--- src/rtl/pll_sweep_ctrl.sv ---
// PLL frequency-sweep scheduler for BER measurements.
// Steps the PLL DRP configuration address from ADDR_FIRST to ADDR_LAST. For each step it
// waits for relock, lets the clock settle, counts BER error strobes over a fixed dwell
// window, and reports one result per address.
// Optional build macro PLL_SWEEP_LOOP_EN: the sweep restarts at ADDR_FIRST after
// ADDR_LAST and runs until STOP or RST.
module pll_sweep_ctrl #(
  parameter int unsigned SETTLE_CYC = 1024,
  parameter int unsigned DWELL_CYC  = 1000000,
  parameter int unsigned LOCK_TMO   = 65535,
  parameter int unsigned UNLOCK_TMO = 64,
  parameter int unsigned ECW        = 16
) (
  input  logic           CLK,
  input  logic           RST,
  input  logic           START,
  input  logic           STOP,
  input  logic [3:0]     ADDR_FIRST,
  input  logic [3:0]     ADDR_LAST,
  input  logic           LOCK,
  input  logic           ERR_IN,
  output logic [3:0]     PLL_ADDR,
  output logic           PLL_CHG,
  output logic           BUSY,
  output logic           RES_VALID,
  output logic [3:0]     RES_ADDR,
  output logic [ECW-1:0] RES_ERR,
  output logic           RES_TMO,
  output logic           DONE
);

  localparam int unsigned MaxA   = (SETTLE_CYC > DWELL_CYC) ? SETTLE_CYC : DWELL_CYC;
  localparam int unsigned MaxB   = (LOCK_TMO > UNLOCK_TMO) ? LOCK_TMO : UNLOCK_TMO;
  localparam int unsigned MaxCyc = (MaxA > MaxB) ? MaxA : MaxB;
  localparam int unsigned TW     = $clog2(MaxCyc + 1);

  localparam logic [TW-1:0] SettleLast = TW'(SETTLE_CYC - 1);
  localparam logic [TW-1:0] DwellLast  = TW'(DWELL_CYC - 1);
  localparam logic [TW-1:0] LockLast   = TW'(LOCK_TMO - 1);
  localparam logic [TW-1:0] UnlkLast   = TW'(UNLOCK_TMO - 1);

  typedef enum logic [2:0] {
    StIdle, StChg, StWaitUnlk, StWaitLk, StSettle, StDwell, StReport, StNext
  } state_e;

  state_e         state_q;
  logic [TW-1:0]  timer_q;
  logic [3:0]     cur_q;
  logic [3:0]     last_q;
  logic [ECW-1:0] err_q;
  logic           tmo_q;
  logic           lock_meta_q;
  logic           lock_s_q;
`ifdef PLL_SWEEP_LOOP_EN
  logic [3:0]     first_q;
`endif

  logic [ECW-1:0] err_inc;
  logic [3:0]     cur_inc;

  // LOCK is asynchronous to CLK: two-flop synchronizer
  always_ff @(posedge CLK or posedge RST) begin
    if (RST) begin
      lock_meta_q <= 1'b0;
      lock_s_q    <= 1'b0;
    end else begin
      lock_meta_q <= LOCK;
      lock_s_q    <= lock_meta_q;
    end
  end

  // Saturating error accumulate and next sweep address
  always_comb begin
    err_inc = err_q;
    if (ERR_IN && (err_q != '1)) begin
      err_inc = err_q + ECW'(1);
    end
    cur_inc = cur_q + 4'd1;
  end

  // Sweep sequencer with registered outputs
  always_ff @(posedge CLK or posedge RST) begin
    if (RST) begin
      state_q   <= StIdle;
      timer_q   <= '0;
      cur_q     <= '0;
      last_q    <= '0;
      err_q     <= '0;
      tmo_q     <= 1'b0;
      PLL_ADDR  <= '0;
      PLL_CHG   <= 1'b0;
      BUSY      <= 1'b0;
      RES_VALID <= 1'b0;
      RES_ADDR  <= '0;
      RES_ERR   <= '0;
      RES_TMO   <= 1'b0;
      DONE      <= 1'b0;
`ifdef PLL_SWEEP_LOOP_EN
      first_q   <= '0;
`endif
    end else begin
      PLL_CHG   <= 1'b0;
      RES_VALID <= 1'b0;
      DONE      <= 1'b0;
      if (STOP && (state_q != StIdle)) begin
        // Abort: pending pulses are dropped, PLL_ADDR and RES_* keep their values
        state_q <= StIdle;
        BUSY    <= 1'b0;
      end else begin
        case (state_q)
          StIdle: begin
            if (START && !STOP) begin
              cur_q    <= ADDR_FIRST;
              last_q   <= ADDR_LAST;
`ifdef PLL_SWEEP_LOOP_EN
              first_q  <= ADDR_FIRST;
`endif
              BUSY     <= 1'b1;
              PLL_ADDR <= ADDR_FIRST;
              PLL_CHG  <= 1'b1;
              err_q    <= '0;
              tmo_q    <= 1'b0;
              state_q  <= StChg;
            end
          end
          StChg: begin
            timer_q <= '0;
            state_q <= StWaitUnlk;
          end
          StWaitUnlk: begin
            // The PLL may relock before the synchronizer sees the drop, so give up waiting
            if (!lock_s_q || (timer_q == UnlkLast)) begin
              timer_q <= '0;
              state_q <= StWaitLk;
            end else begin
              timer_q <= timer_q + TW'(1);
            end
          end
          StWaitLk: begin
            if (lock_s_q) begin
              timer_q <= '0;
              state_q <= StSettle;
            end else if (timer_q == LockLast) begin
              err_q     <= '1;
              tmo_q     <= 1'b1;
              RES_VALID <= 1'b1;
              RES_ADDR  <= cur_q;
              RES_ERR   <= '1;
              RES_TMO   <= 1'b1;
              state_q   <= StReport;
            end else begin
              timer_q <= timer_q + TW'(1);
            end
          end
          StSettle: begin
            if (!lock_s_q) begin
              timer_q <= '0;
              state_q <= StWaitLk;
            end else if (timer_q == SettleLast) begin
              timer_q <= '0;
              state_q <= StDwell;
            end else begin
              timer_q <= timer_q + TW'(1);
            end
          end
          StDwell: begin
            err_q <= err_inc;
            tmo_q <= tmo_q | ~lock_s_q;
            if (timer_q == DwellLast) begin
              RES_VALID <= 1'b1;
              RES_ADDR  <= cur_q;
              RES_ERR   <= err_inc;
              RES_TMO   <= tmo_q | ~lock_s_q;
              state_q   <= StReport;
            end else begin
              timer_q <= timer_q + TW'(1);
            end
          end
          StReport: begin
            state_q <= StNext;
          end
          StNext: begin
            if (cur_q == last_q) begin
              DONE <= 1'b1;
`ifdef PLL_SWEEP_LOOP_EN
              cur_q    <= first_q;
              PLL_ADDR <= first_q;
              PLL_CHG  <= 1'b1;
              err_q    <= '0;
              tmo_q    <= 1'b0;
              state_q  <= StChg;
`else
              BUSY    <= 1'b0;
              state_q <= StIdle;
`endif
            end else begin
              cur_q    <= cur_inc;
              PLL_ADDR <= cur_inc;
              PLL_CHG  <= 1'b1;
              err_q    <= '0;
              tmo_q    <= 1'b0;
              state_q  <= StChg;
            end
          end
          default: begin
            state_q <= StIdle;
            BUSY    <= 1'b0;
          end
        endcase
      end
    end
  end

endmodule

--- config.mk ---
export PLATFORM = sky130hd
export DESIGN_NAME = pll_sweep_ctrl
export DESIGN_NICKNAME = d
export VERILOG_FILES = /design/src/rtl/pll_sweep_ctrl.sv
export SDC_FILE = /design/constraint.sdc
export NUM_CORES = 1
export LEC_CHECK = 0
export BUFFER_PORTS_ARGS = -buffer_cell sky130_fd_sc_hd__buf_2
export CORE_ASPECT_RATIO = 0.7
export CORE_MARGIN = 5
export CORE_UTILIZATION = 60
export DETAILED_ROUTE_END_ITERATION = 8
export HOLD_SLACK_MARGIN = 0.02
export PLACE_DENSITY = 0.91
export SLEW_MARGIN = 20
export SYNTH_ARGS = -nofsm -noshare
export SYNTH_HDL_FRONTEND = slang
export SYNTH_SLANG_ARGS = --single-unit
--- constraint.sdc ---
create_clock -name CLK -period 7.63 [get_ports CLK]
set_input_delay 0.763 -clock CLK [delete_from_list [all_inputs] [get_ports CLK]]
set_output_delay 0.763 -clock CLK [all_outputs]
set_load 0.01 [all_outputs]
==> summary.md, run 1 <==
| Metric | Value |
|---|---|
| Endpoint, Worst Hold | `lock_s_q` |
| Effective utilization at floorplan | `61.56%` |
| Overall Power | `1.100 mW` |
| Most numerous cell types in the synthesized netlist | `75 x dfrtp_1, 45 x nand2_1, 45 x nor2_1, 32 x o21ai_0, 31 x a21oi_1` |
| Total wirelength of the detailed-routed design | `10020 um` |
| Headroom to the max-slew limit | `34.01%` |
| Area grow syn2layout | `9.822%` |
| Worst hold path class | `reg2reg` |
| Met3 Routed Length | `983 um` |
| Startpoint of the worst hold path | `lock_meta_q` |
| Half-perimeter wire length after placement | `6859 um` |
| WL/cell | `17.01 um` |
| Final GP Congestion | `0.9492` |
| Drt first-iter violations | `339` |
| Clk Latency, worst-skew pair | `370 ps` |
| Final Hold Viols | `0` |
| Nature of the critical path startpoint | `register` |
| Layout Skew | `9.789 ps` |
| Launching point of the worst reg2reg path | `state_q[1]` |
| Setup WS pre-CTS | `4340 ps` |
| Most repeated cell in the gate-level netlist after synthesis | `dfrtp_1` |
| Sequential-to-total area share from yosys stat | `45.33%` |
| Setup total negative slack | `0 ps` |
| Post-CTS Resized | `0` |
| Port buffer count | `42` |
| Buffer cell driving the clock tree root | `clkbuf_8` |
| Number of clock buffers inserted by TritonCTS | `9` |
| Cell types with the largest area share after synthesis | `dfrtp_1 45%, nand2_1 4.1%, nor2_1 4.1%` |
| Post-layout net count | `508` |
| Via count of the first global-routing pass | `3489` |
| Overflow after GRT | `0` |
| Highest signal layer in the routed design | `met4` |
| Power per unit of standard cell area | `242.0 nW/um^2` |
| Final count of pins violating max slew | `0` |
| Global-route wire length before repair | `16460 um` |
| Cts hold-fix bufs | `0` |
| Number of sinks on the clock net | `75` |
| Number of setup buffers added after CTS | `0` |
| Number of antenna violations at the first check in global routing | `0` |
| Number of vias after detailed routing | `3748` |
| Reg-to-reg slack, setup | `4270 ps` |
| Share of the cycle needed by the critical path after routing | `43.98%` |
| Total area of multi-input combinational cells | `2092 um^2` |
| Number of warnings reported in the yosys synthesis log | `0` |
| Crit Path Class | `reg2reg` |
| Post-synthesis cell type with the largest combined area | `dfrtp_1` |
| Worst Setup End Kind | `register` |
| Mean instance size in the synthesized netlist | `9.040 um^2` |
| Horizontal die dimension | `109.3 um` |
| Number of remaining DRC errors | `0` |
| Status | `completed` |
| CP Data Required Time | `7890 ps` |
| Synthesis-stage register bit count | `75` |
| Capture instance of the worst register-to-register path | `RES_ADDR[2]` |
| Top achievable clock speed | `298.0 MHz` |
| Clock slew at reported path FFs | `90 ps` |
| Maximum fanout along the worst path | `27` |
| Worst-margin pin slew | `981.5 ps` |
| Cells along the critical path | `nand3b_1 -> or3_1 -> or4_1 -> a21oi_4 -> mux2_2` |
| Family with the most delay on the worst path | `simple AND/OR/NAND/NOR gates` |
| Hold Path Stages | `0` |
| CP Buf/Inv Count | `0` |
| Share of layout cells above drive strength 1 | `16.77%` |
| Data arrival, critical path | `3610 ps` |
| Post-synth EDFFs | `0` |
| Largest buffer count on any clock path | `2` |
| Routed metal-1 wirelength | `4361 um` |
| Vertical die dimension | `79.50 um` |
| Cell with the biggest individual delay on the critical path | `a21oi_4` |
| Max incr delay on CP | `670 ps` |
| Fraction of post-synthesis cell area in the top cell type by area | `45.33%` |
| Number of library cell types mapped by synthesis | `54` |
| Max-cap violations | `0` |
| Length in cells of the worst reg-to-reg path | `5` |
| Ratio of routed vias to standard cells | `6.363` |
| Gr usage total | `24.47%` |
| Mapped Area | `4140 um^2` |
| Die outline area | `8688 um^2` |
| Detailed Routing Iterations Pass 1 | `7` |
| Antenna Nets Post-Route | `0` |
| Final critical-path required period | `3356 ps` |
| Metal2 WL | `4436 um` |
| Pin count of the biggest net entering global routing | `76` |
| ANT cells | `0` |
| Rows | `25` |
| Clock tree from TritonCTS | `done` |
| Register Area | `1877 um^2` |
| Synth Net Count | `476` |
| Setup slack of the critical path after layout | `4274 ps` |
| Leakage | `1.932 nW` |
| VDD IR max | `0.1376 mV` |
| Core area | `6725 um^2` |
| Filler cell count in the final layout | `519` |
| RSZ-0062 raised after global routing | `no` |
| Number of primary I/O pins | `43` |
| Synth Flop Type | `dfrtp_1` |
| Proportion of synthesized flip-flops having asynchronous set or reset | `100.0%` |
| H-tree depth reported by CTS | `3` |
| Setup Viol. Count Final | `0` |
| Syn Inst Count | `458` |
## worst max-delay path by stage
| stage | startpoint | endpoint | slack (ps) | cells after the start |
|---|---|---|---|---|
| global placement | state_q[1] | RES_ADDR[0] | 4440 | 5 |
| CTS | state_q[1] | RES_ADDR[0] | 4330 | 5 |
| detailed placement | state_q[1] | RES_ADDR[0] | 4340 | 5 |
| global route | state_q[1] | RES_ADDR[3] | 4120 | 5 |
| finish | state_q[1] | RES_ADDR[2] | 4270 | 5 |
| floorplan | RST | BUSY | 4960 | 1 |
## kinds of logic (layout without fill, tap and decap cells)
logic type / after synthesis / count (layout) / share of synthesized area (%)
XOR/XNOR: 14 / 14 / 2.962
AO/OA/AOI/OAI: 139 / 139 / 22.64
adder cells (fa/ha/maj): 4 / 4 / 1.209
buffers and inverters: 37 / 74 / 4.140
flip-flops: 75 / 75 / 45.33
AND/OR/NAND/NOR: 180 / 180 / 21.31
multiplexers: 9 / 9 / 2.418
## power by group
group	leakage, nW	switching (mW)	internal, mW
clock	0.0925	0.168	0.124
combinational	0.850	0.172	0.118
sequential	0.990	0.0715	0.447
## cell type report
class                   count  area share (%)
clock buffers               9           2.724
flip-flops and latches     75           41.28
repair buffers             44           4.953
well taps                  94           2.587
clock inverters             7           1.293
multi-input cells         346           46.01
inverters                  14           1.156
## through the flow
step	util [%]	hold slack [ps]	cells	cell area (um^2)
2_1_floorplan	-	331.2	458	4140
3_3_place_gp	64.89	332.1	573	4364
3_5_place_dp	64.89	337.2	573	4364
4_1_cts	67.61	355.4	589	4547
5_1_grt	67.61	362.4	589	4547
6_report	67.61	354.9	589	4547
## routing by layer
metal | track usage [%] | vias up
met4 | 9.589 | 0
met2 | 36.58 | 185
met3 | 8.892 | 23
li1 | - | 1746
met1 | 32.44 | 1794
met5 | 0 | -
## flip-flops by register name (all words and copies together) (netlist names), 3 cells and up
| signal | count |
|---|---|
| timer_q | 20 |
| RES_ADDR | 4 |
| err_q | 16 |
| last_q | 4 |
| cur_q | 4 |
| RES_ERR | 16 |
| state_q | 3 |
## cell usage in the layout (no fill, tap or decap), drive strengths merged, types with 7 or more instances in the layout
cell type	Yosys	routed
a21oi	33	33
a22o	17	17
clkbuf	14	9
mux2	8	8
dfrtp	75	75
nand2	46	46
nand3	23	23
a31oi	8	8
nand4	10	10
xnor2	7	7
nor3	15	15
o31ai	10	10
nor2	45	45
xor2	7	7
buf	9	44
or3	7	7
o21ai	33	33
inv	14	18
a21o	9	9
## worst reg2reg max path, stage by stage, from the launching register on
cell and delay, ps:
dfrtp_1 610, nand3b_1 470, or3_1 450, or4_1 630
a21oi_4 670, mux2_2 420
Power figures use the tool's default switching activity.
==> run 2: changes to the inputs <==
CORE_UTILIZATION = 59   (was 60)
PLACE_DENSITY = 0.9   (was 0.91)
clock period = 3.5 ns   (was 7.63 ns; I/O delays follow)
==> summary.md, run 2 (synthesis gave the netlist of run 1 again) <==
| Metric | Value |
|---|---|
| Status | `completed` |
| Detailed Routing Iterations Pass 1 | `5 (-2)` |
| Clock tree from TritonCTS | `done` |
| Post-CTS Resized | `0 (unchanged)` |
| Buffer cell driving the clock tree root | `clkbuf_8` |
| Met3 Routed Length | `1117 um (+14%)` |
| Power per unit of standard cell area | `532.8 nW/um^2 (+120%)` |
| Max-cap violations | `0 (unchanged)` |
| VDD IR max | `0.2602 mV (+89%)` |
| Worst Setup End Kind | `register` |
| Antenna Nets Post-Route | `0 (unchanged)` |
| Overflow after GRT | `0 (unchanged)` |
| Share of the cycle needed by the critical path after routing | `89.30% (+45 points)` |
| CP Data Required Time | `3770 ps (-4120 ps)` |
| Leakage | `1.981 nW (+2.5%)` |
| Cells along the critical path | `or4_4 -> or3_1 -> or4_1 -> a21oi_4 -> buf_4 -> nor2_1 -> a31oi_1` |
| Number of clock buffers inserted by TritonCTS | `9 (unchanged)` |
| Hold Path Stages | `1 (+1)` |
| Highest signal layer in the routed design | `met4` |
| Gr usage total | `25.29% (+0.82 points)` |
| Number of vias after detailed routing | `3782 (+0.91%)` |
| Crit Path Class | `reg2reg` |
| Via count of the first global-routing pass | `3605 (+3.3%)` |
| Cts hold-fix bufs | `0 (unchanged)` |
| RSZ-0062 raised after global routing | `no` |
| Clk Latency, worst-skew pair | `360 ps (about the same)` |
| WL/cell | `17.22 um (+1.3%)` |
| Area grow syn2layout | `11.48%` |
| Pin count of the biggest net entering global routing | `39 (-49%)` |
| Metal2 WL | `4619 um (+4.1%)` |
| Core utilization of the finished layout | `68.00% (+0.39 points)` |
| Horizontal die dimension | `110.1 um (+0.77%)` |
| Cell area after placement | `4424 um^2 (+1.4%)` |
| Largest buffer count on any clock path | `2 (unchanged)` |
| Clock slew at reported path FFs | `80 ps (about the same)` |
| Most common cell after layout, fill and taps aside | `dfrtp_1` |
| Cell with the biggest individual delay on the critical path | `or4_1` |
| Final Hold Viols | `0 (unchanged)` |
| Length in cells of the worst reg-to-reg path | `7 (+2)` |
| Hold Worst Slack | `106.4 ps (-248.6 ps)` |
| Routed metal-1 wirelength | `4444 um (+1.9%)` |
| Maximum fanout along the worst path | `17 (-37%)` |
| Rows | `25 (unchanged)` |
| Ratio of routed vias to standard cells | `6.335 (-0.45%)` |
| Number of sinks on the clock net | `75 (unchanged)` |
| Drt first-iter violations | `396 (+17%)` |
| Max incr delay on CP | `640 ps (-30 ps)` |
| Layout Skew | `13.55 ps (+3.758 ps)` |
| Sequential fraction of design power | `45.4% (-1.8 points)` |
| Final GP Congestion | `0.9134 (-3.8%)` |
| Global-route wire length before repair | `17450 um (+6.0%)` |
| Total wirelength of the detailed-routed design | `10280 um (+2.6%)` |
| Final count of pins violating max slew | `0 (unchanged)` |
| Setup Viol. Count Final | `0 (unchanged)` |
| Final non-filler cell area | `4616 um^2 (+1.5%)` |
| ANT cells | `0 (unchanged)` |
| Internal power of the cells | `1.582 mW (+130%)` |
| Worst-margin pin slew | `953.8 ps (-27.75 ps)` |
| Vertical die dimension | `80.09 um (+0.74%)` |
| Max FFs per register | `20 (unchanged)` |
| Number of antenna violations at the first check in global routing | `0 (unchanged)` |
| Largest registers ranked by flip-flop count | `timer_q: 20 flops, RES_ERR: 16 flops, err_q: 16 flops` |
| Port buffer count | `42 (unchanged)` |
| Top achievable clock speed | `319.9 MHz (+7.4%)` |
| Effective utilization at floorplan | `61.00% (-0.57 points)` |
| Overall Power | `2.459 mW (+120%)` |
| Data arrival, critical path | `3400 ps (-210 ps)` |
| Commonest cells after routing, fill and taps aside | `75 x dfrtp_1, 45 x nand2_1, 45 x nor2_1` |
| H-tree depth reported by CTS | `3 (unchanged)` |
| Number of primary I/O pins | `43 (unchanged)` |
| Setup total negative slack | `0 ps (unchanged)` |
| Reported net switching power | `0.8768 mW (+110%)` |
| Nature of the critical path startpoint | `register` |
| Half-perimeter wire length after placement | `7271 um (+6.0%)` |
| Part of the power in combinational logic | `27.6% (+1.3 points)` |
| Core area | `6788 um^2 (+0.93%)` |
| Top reg by flops | `timer_q` |
| Headroom to the max-slew limit | `35.87% (+1.9 points)` |
| Share of layout cells above drive strength 1 | `18.09% (+1.3 points)` |
| Post-layout net count | `516 (+1.6%)` |
| Number of setup buffers added after CTS | `0 (unchanged)` |
| Die outline area | `8819 um^2 (+1.5%)` |
| Worst hold path class | `in2reg` |
| Number of remaining DRC errors | `0 (unchanged)` |
| Switching fraction of total power | `35.65% (-1.8 points)` |
| Clock power frac | `27.0% (+0.5 points)` |
| Final critical-path required period | `3126 ps (-230.0 ps)` |
==> run 2: changes by cell type in the layout (fill, tap and decap cells not counted) <==
cell	previous run	this run
buf_4	2	10
bufinv_16	0	1
clkinv_2	1	4
clkinvlp_4	1	0
inv_6	3	1
inv_8	1	0
==> run 2: per-stage QoR <==
step | setup slack (ps) | cells
floorplan | 875.4 | 458
global placement | 572.3 | 581
detailed placement | 438.5 | 581
CTS | 412.1 | 597
global route | 249.4 | 597
finish | 374.3 | 597
==> run 2: power groups by stage <==
stage	clock network (mW)	logic, mW	registers, mW
after floorplan	0	0.469	1.11
after global placement	0	0.630	1.12
after detailed placement	0	0.667	1.13
after CTS	0.671	0.672	1.11
after global routing	0.706	0.754	1.14
final	0.663	0.680	1.12
==> run 2: final timing paths <==
path	slack [ps]	to	start
setup / recovery	370	RES_ERR[6]	timer_q[16]
hold / removal	110	lock_meta_q	LOCK
setup reg to reg	370	RES_ERR[6]	timer_q[16]
hold reg to reg	360	lock_s_q	lock_meta_q
max in group asynchronous	2600	RES_ADDR[0]	RST
min in group asynchronous	140	timer_q[16]	RST
==> run 2: final cells by class <==
type | instances | area (um^2)
Tap cell | 94 | 117.6
Sequential cell | 75 | 1877
Fill cell | 545 | 2172
Clock buffer | 9 | 123.9
Multi-Input combinational cell | 346 | 2092
Clock inverter | 7 | 67.56
Timing Repair Buffer | 52 | 285.3
Inverter | 14 | 52.55
==> run 2: worst max-delay path: cells and delay by family, from the launching register on <==
| family | cells | cell delay, ps |
|---|---|---|
| DFF | 1 | 460 |
| and+or+nand+nor | 4 | 1640 |
| AOI/OAI and AO/OA | 2 | 680 |
| buffers and inverters | 1 | 270 |
==> run 2: layer usage <==
metal  vias to the layer above  global-route usage, %
met5                         -                      0
met4                         0                  7.749
met3                        10                  6.506
met2                       202                  38.92
met1                      1807                  35.19
li1                       1763                      -
==> run 3: changes to the inputs <==
ABC_AREA = 1   (was unset)
CORE_UTILIZATION = 60   (was 59)
==> summary.md, run 3 <==
| Metric | Value |
|---|---|
| Top reg by flops | `timer_q` |
| Cts hold-fix bufs | `0 (unchanged)` |
| Area grow syn2layout | `9.822%` |
| Effective utilization at floorplan | `62.52% (+1.5 points)` |
| Final critical-path required period | `2548 ps (-577.5 ps)` |
| Syn Inst Count | `650 (+42%)` |
| Most common cell after layout, fill and taps aside | `nand2_1` |
| WL/cell | `14.10 um (-18%)` |
| CP Data Required Time | `3800 ps (+30 ps)` |
| Synth Net Count | `668 (+40%)` |
| Top achievable clock speed | `392.4 MHz (+23%)` |
| Post-synth EDFFs | `0 (unchanged)` |
| Most numerous cell types in the synthesized netlist | `246 x nand2_1, 75 x dfrtp_1, 71 x nand3_1, 62 x nor2_1, 52 x inv_1` |
| Drt first-iter violations | `427 (+7.8%)` |
| Filler cell count in the final layout | `601 (+10%)` |
| Leakage | `2.569 nW (+30%)` |
| Proportion of synthesized flip-flops having asynchronous set or reset | `100.0% (unchanged)` |
| Cell types with the largest area share after synthesis | `dfrtp_1 40%, nand2_1 20%, nand3_1 7.7%` |
| Sequential-to-total area share from yosys stat | `40.47% (-4.9 points)` |
| Nature of the critical path startpoint | `register` |
| Commonest cells after routing, fill and taps aside | `246 x nand2_1, 75 x dfrtp_1, 71 x nand3_1` |
| Number of antenna violations at the first check in global routing | `0 (unchanged)` |
| Die outline area | `9615 um^2 (+9.0%)` |
| Headroom to the max-slew limit | `38.47% (+2.6 points)` |
| Setup Viol. Count Final | `0 (unchanged)` |
| Clock slew at reported path FFs | `90 ps (about the same)` |
| Synth Flop Type | `dfrtp_1` |
| Ratio of routed vias to standard cells | `5.555 (-12%)` |
| Worst hold path class | `in2reg` |
| Largest buffer count on any clock path | `2 (unchanged)` |
| Maximum fanout along the worst path | `20 (+3)` |
| Largest registers ranked by flip-flop count | `timer_q: 20 flops, RES_ERR: 16 flops, err_q: 16 flops` |
| Final GP Congestion | `0.9531 (+4.3%)` |
| Clock power frac | `21.6% (-5.4 points)` |
| Global-route wire length before repair | `18930 um (+8.5%)` |
| Number of setup buffers added after CTS | `0 (unchanged)` |
| Mapped Area | `4637 um^2 (+12%)` |
| Number of library cell types mapped by synthesis | `37 (-31%)` |
| Data arrival, critical path | `2850 ps (-550 ps)` |
| Number of primary I/O pins | `43 (unchanged)` |
| Worst-margin pin slew | `922.9 ps (-30.85 ps)` |
| Max FFs per register | `20 (unchanged)` |
| VDD IR max | `0.5744 mV (+120%)` |
| Most repeated cell in the gate-level netlist after synthesis | `nand2_1` |
| Via count of the first global-routing pass | `3956 (+9.7%)` |
| Post-synthesis cell type with the largest combined area | `dfrtp_1` |
| Clk Latency, worst-skew pair | `360 ps (about the same)` |
| Synthesis-stage register bit count | `75 (unchanged)` |
| Number of remaining DRC errors | `0 (unchanged)` |
| Rows | `26 (+4.0%)` |
| Detailed Routing Iterations Pass 1 | `5 (unchanged)` |
| Layout Skew | `12.68 ps (-0.8625 ps)` |
| Reported net switching power | `1.434 mW (+64%)` |
| Clock tree from TritonCTS | `done` |
| Port buffer count | `42 (unchanged)` |
| Power per unit of standard cell area | `674.3 nW/um^2 (+27%)` |
| Switching fraction of total power | `41.76% (+6.1 points)` |
| Total wirelength of the detailed-routed design | `11200 um (+8.9%)` |
| Share of the cycle needed by the critical path after routing | `72.81% (-16 points)` |
| Worst Setup End Kind | `register` |
| Part of the power in combinational logic | `39.5% (+12 points)` |
| Final Hold Viols | `0 (unchanged)` |
| Buffer cell driving the clock tree root | `clkbuf_8` |
| Number of warnings reported in the yosys synthesis log | `0 (unchanged)` |
| Mean instance size in the synthesized netlist | `7.134 um^2 (-21%)` |
| Gr usage total | `24.09% (-1.2 points)` |
| Register Area | `1877 um^2 (unchanged)` |
| Total area of multi-input combinational cells | `2422 um^2 (+16%)` |
| Share of layout cells above drive strength 1 | `14.66% (-3.4 points)` |
| Core area | `7417 um^2 (+9.3%)` |
| Number of vias after detailed routing | `4411 (+17%)` |
| Antenna Nets Post-Route | `0 (unchanged)` |
| Horizontal die dimension | `115.1 um (+4.5%)` |
| Post-CTS Resized | `0 (unchanged)` |
| RSZ-0062 raised after global routing | `no` |
| Number of sinks on the clock net | `75 (unchanged)` |
| ANT cells | `0 (unchanged)` |
| Vertical die dimension | `83.55 um (+4.3%)` |
| Sequential fraction of design power | `38.9% (-6.5 points)` |
| Crit Path Class | `reg2reg` |
| Post-layout net count | `709 (+37%)` |
| Overall Power | `3.434 mW (+40%)` |
| Status | `completed` |
| Number of clock buffers inserted by TritonCTS | `9 (unchanged)` |
| Overflow after GRT | `0 (unchanged)` |
| Final count of pins violating max slew | `0 (unchanged)` |
| Internal power of the cells | `2.000 mW (+26%)` |
| Core utilization of the finished layout | `68.66% (+0.66 points)` |
| H-tree depth reported by CTS | `3 (unchanged)` |
| Half-perimeter wire length after placement | `8098 um (+11%)` |
| Max-cap violations | `0 (unchanged)` |
| Fraction of post-synthesis cell area in the top cell type by area | `40.47% (-4.9 points)` |
| Setup total negative slack | `0 ps (unchanged)` |
| Pin count of the biggest net entering global routing | `76 (+95%)` |
-- run 3: cell count changes in the layout (fill, tap and decap cells not counted), moves of 19 or more --
cell and change:
a21oi_1 -19, inv_1 +38, o21ai_0 -20, nand3_1 +48
nand2_1 +201
-- run 3: logic make-up (layout without fill, tap and decap cells) --
family	Yosys count	after routing	share of synthesized area, %
mux	4	4	0.9713
fa+ha+maj	4	4	1.079
compound gates	37	37	4.641
flops	75	75	40.47
simple gates	441	441	42.71
buf+inv	74	120	7.285
xor+xnor	15	15	2.833
-- run 3: worst paths after layout --
path / startpoint / endpoint / slack, ps / cells past startpoint
max: state_q[0] / RES_ERR[0] / 950 / 10
min: LOCK / lock_meta_q / 100 / 1
max reg2reg: state_q[0] / RES_ERR[0] / 950 / 10
min reg2reg: lock_meta_q / lock_s_q / 360 / 0
max in group asynchronous: RST / timer_q[6] / 2630 / 3
min in group asynchronous: RST / timer_q[14] / 270 / 3
-- run 3: stage by stage --
| step | hold slack, ps | instance area [um^2] | worst slack, ps | cells |
|---|---|---|---|---|
| after floorplan | 331.2 | 4637 | 1240 | 650 |
| after global placement | 333.9 | 4876 | 1144 | 778 |
| after detailed placement | 342.7 | 4876 | 1023 | 778 |
| after CTS | 87.74 | 5092 | 978.7 | 794 |
| after global routing | 74.36 | 5092 | 699.4 | 794 |
| final | 104.3 | 5092 | 951.8 | 794 |
-- run 3: routing by layer --
metal	wire length [um]	global-route usage [%]	up-vias	share of wire (%)
li1	-	-	2172	-
met1	5216	36.41	2023	47
met2	4806	34.19	204	43
met3	1079	6.449	12	9.6
met4	95	5.757	0	0.85
met5	0	0	-	0
-- run 3: layout make-up --
type	count	area share (%)
tap	98	2.408
clock buffer	10	2.506
sequential	75	36.86
timing repair buffer	45	4.570
inverter	59	4.349
clock inverter	6	1.744
multi-input combinational	501	47.57
-- run 3: power groups by stage --
stage / clock (mW) / sequential (mW) / combinational [mW]
floorplan: 0 / 1.38 / 0.933
global placement: 0 / 1.33 / 1.30
detailed placement: 0 / 1.34 / 1.36
CTS: 0.754 / 1.33 / 1.36
global route: 0.803 / 1.37 / 1.52
finish: 0.743 / 1.33 / 1.36
-- run 3: worst max-delay path, stage by stage (launching register included) --
cell and delay (ps):
dfrtp_1 450, nand2_1 120, clkinv_1 80, nand2_2 340, inv_1 250, nand2_1 160
nand3_1 70, nor2_1 570, buf_4 290, nand2_1 80, nand2_1 70
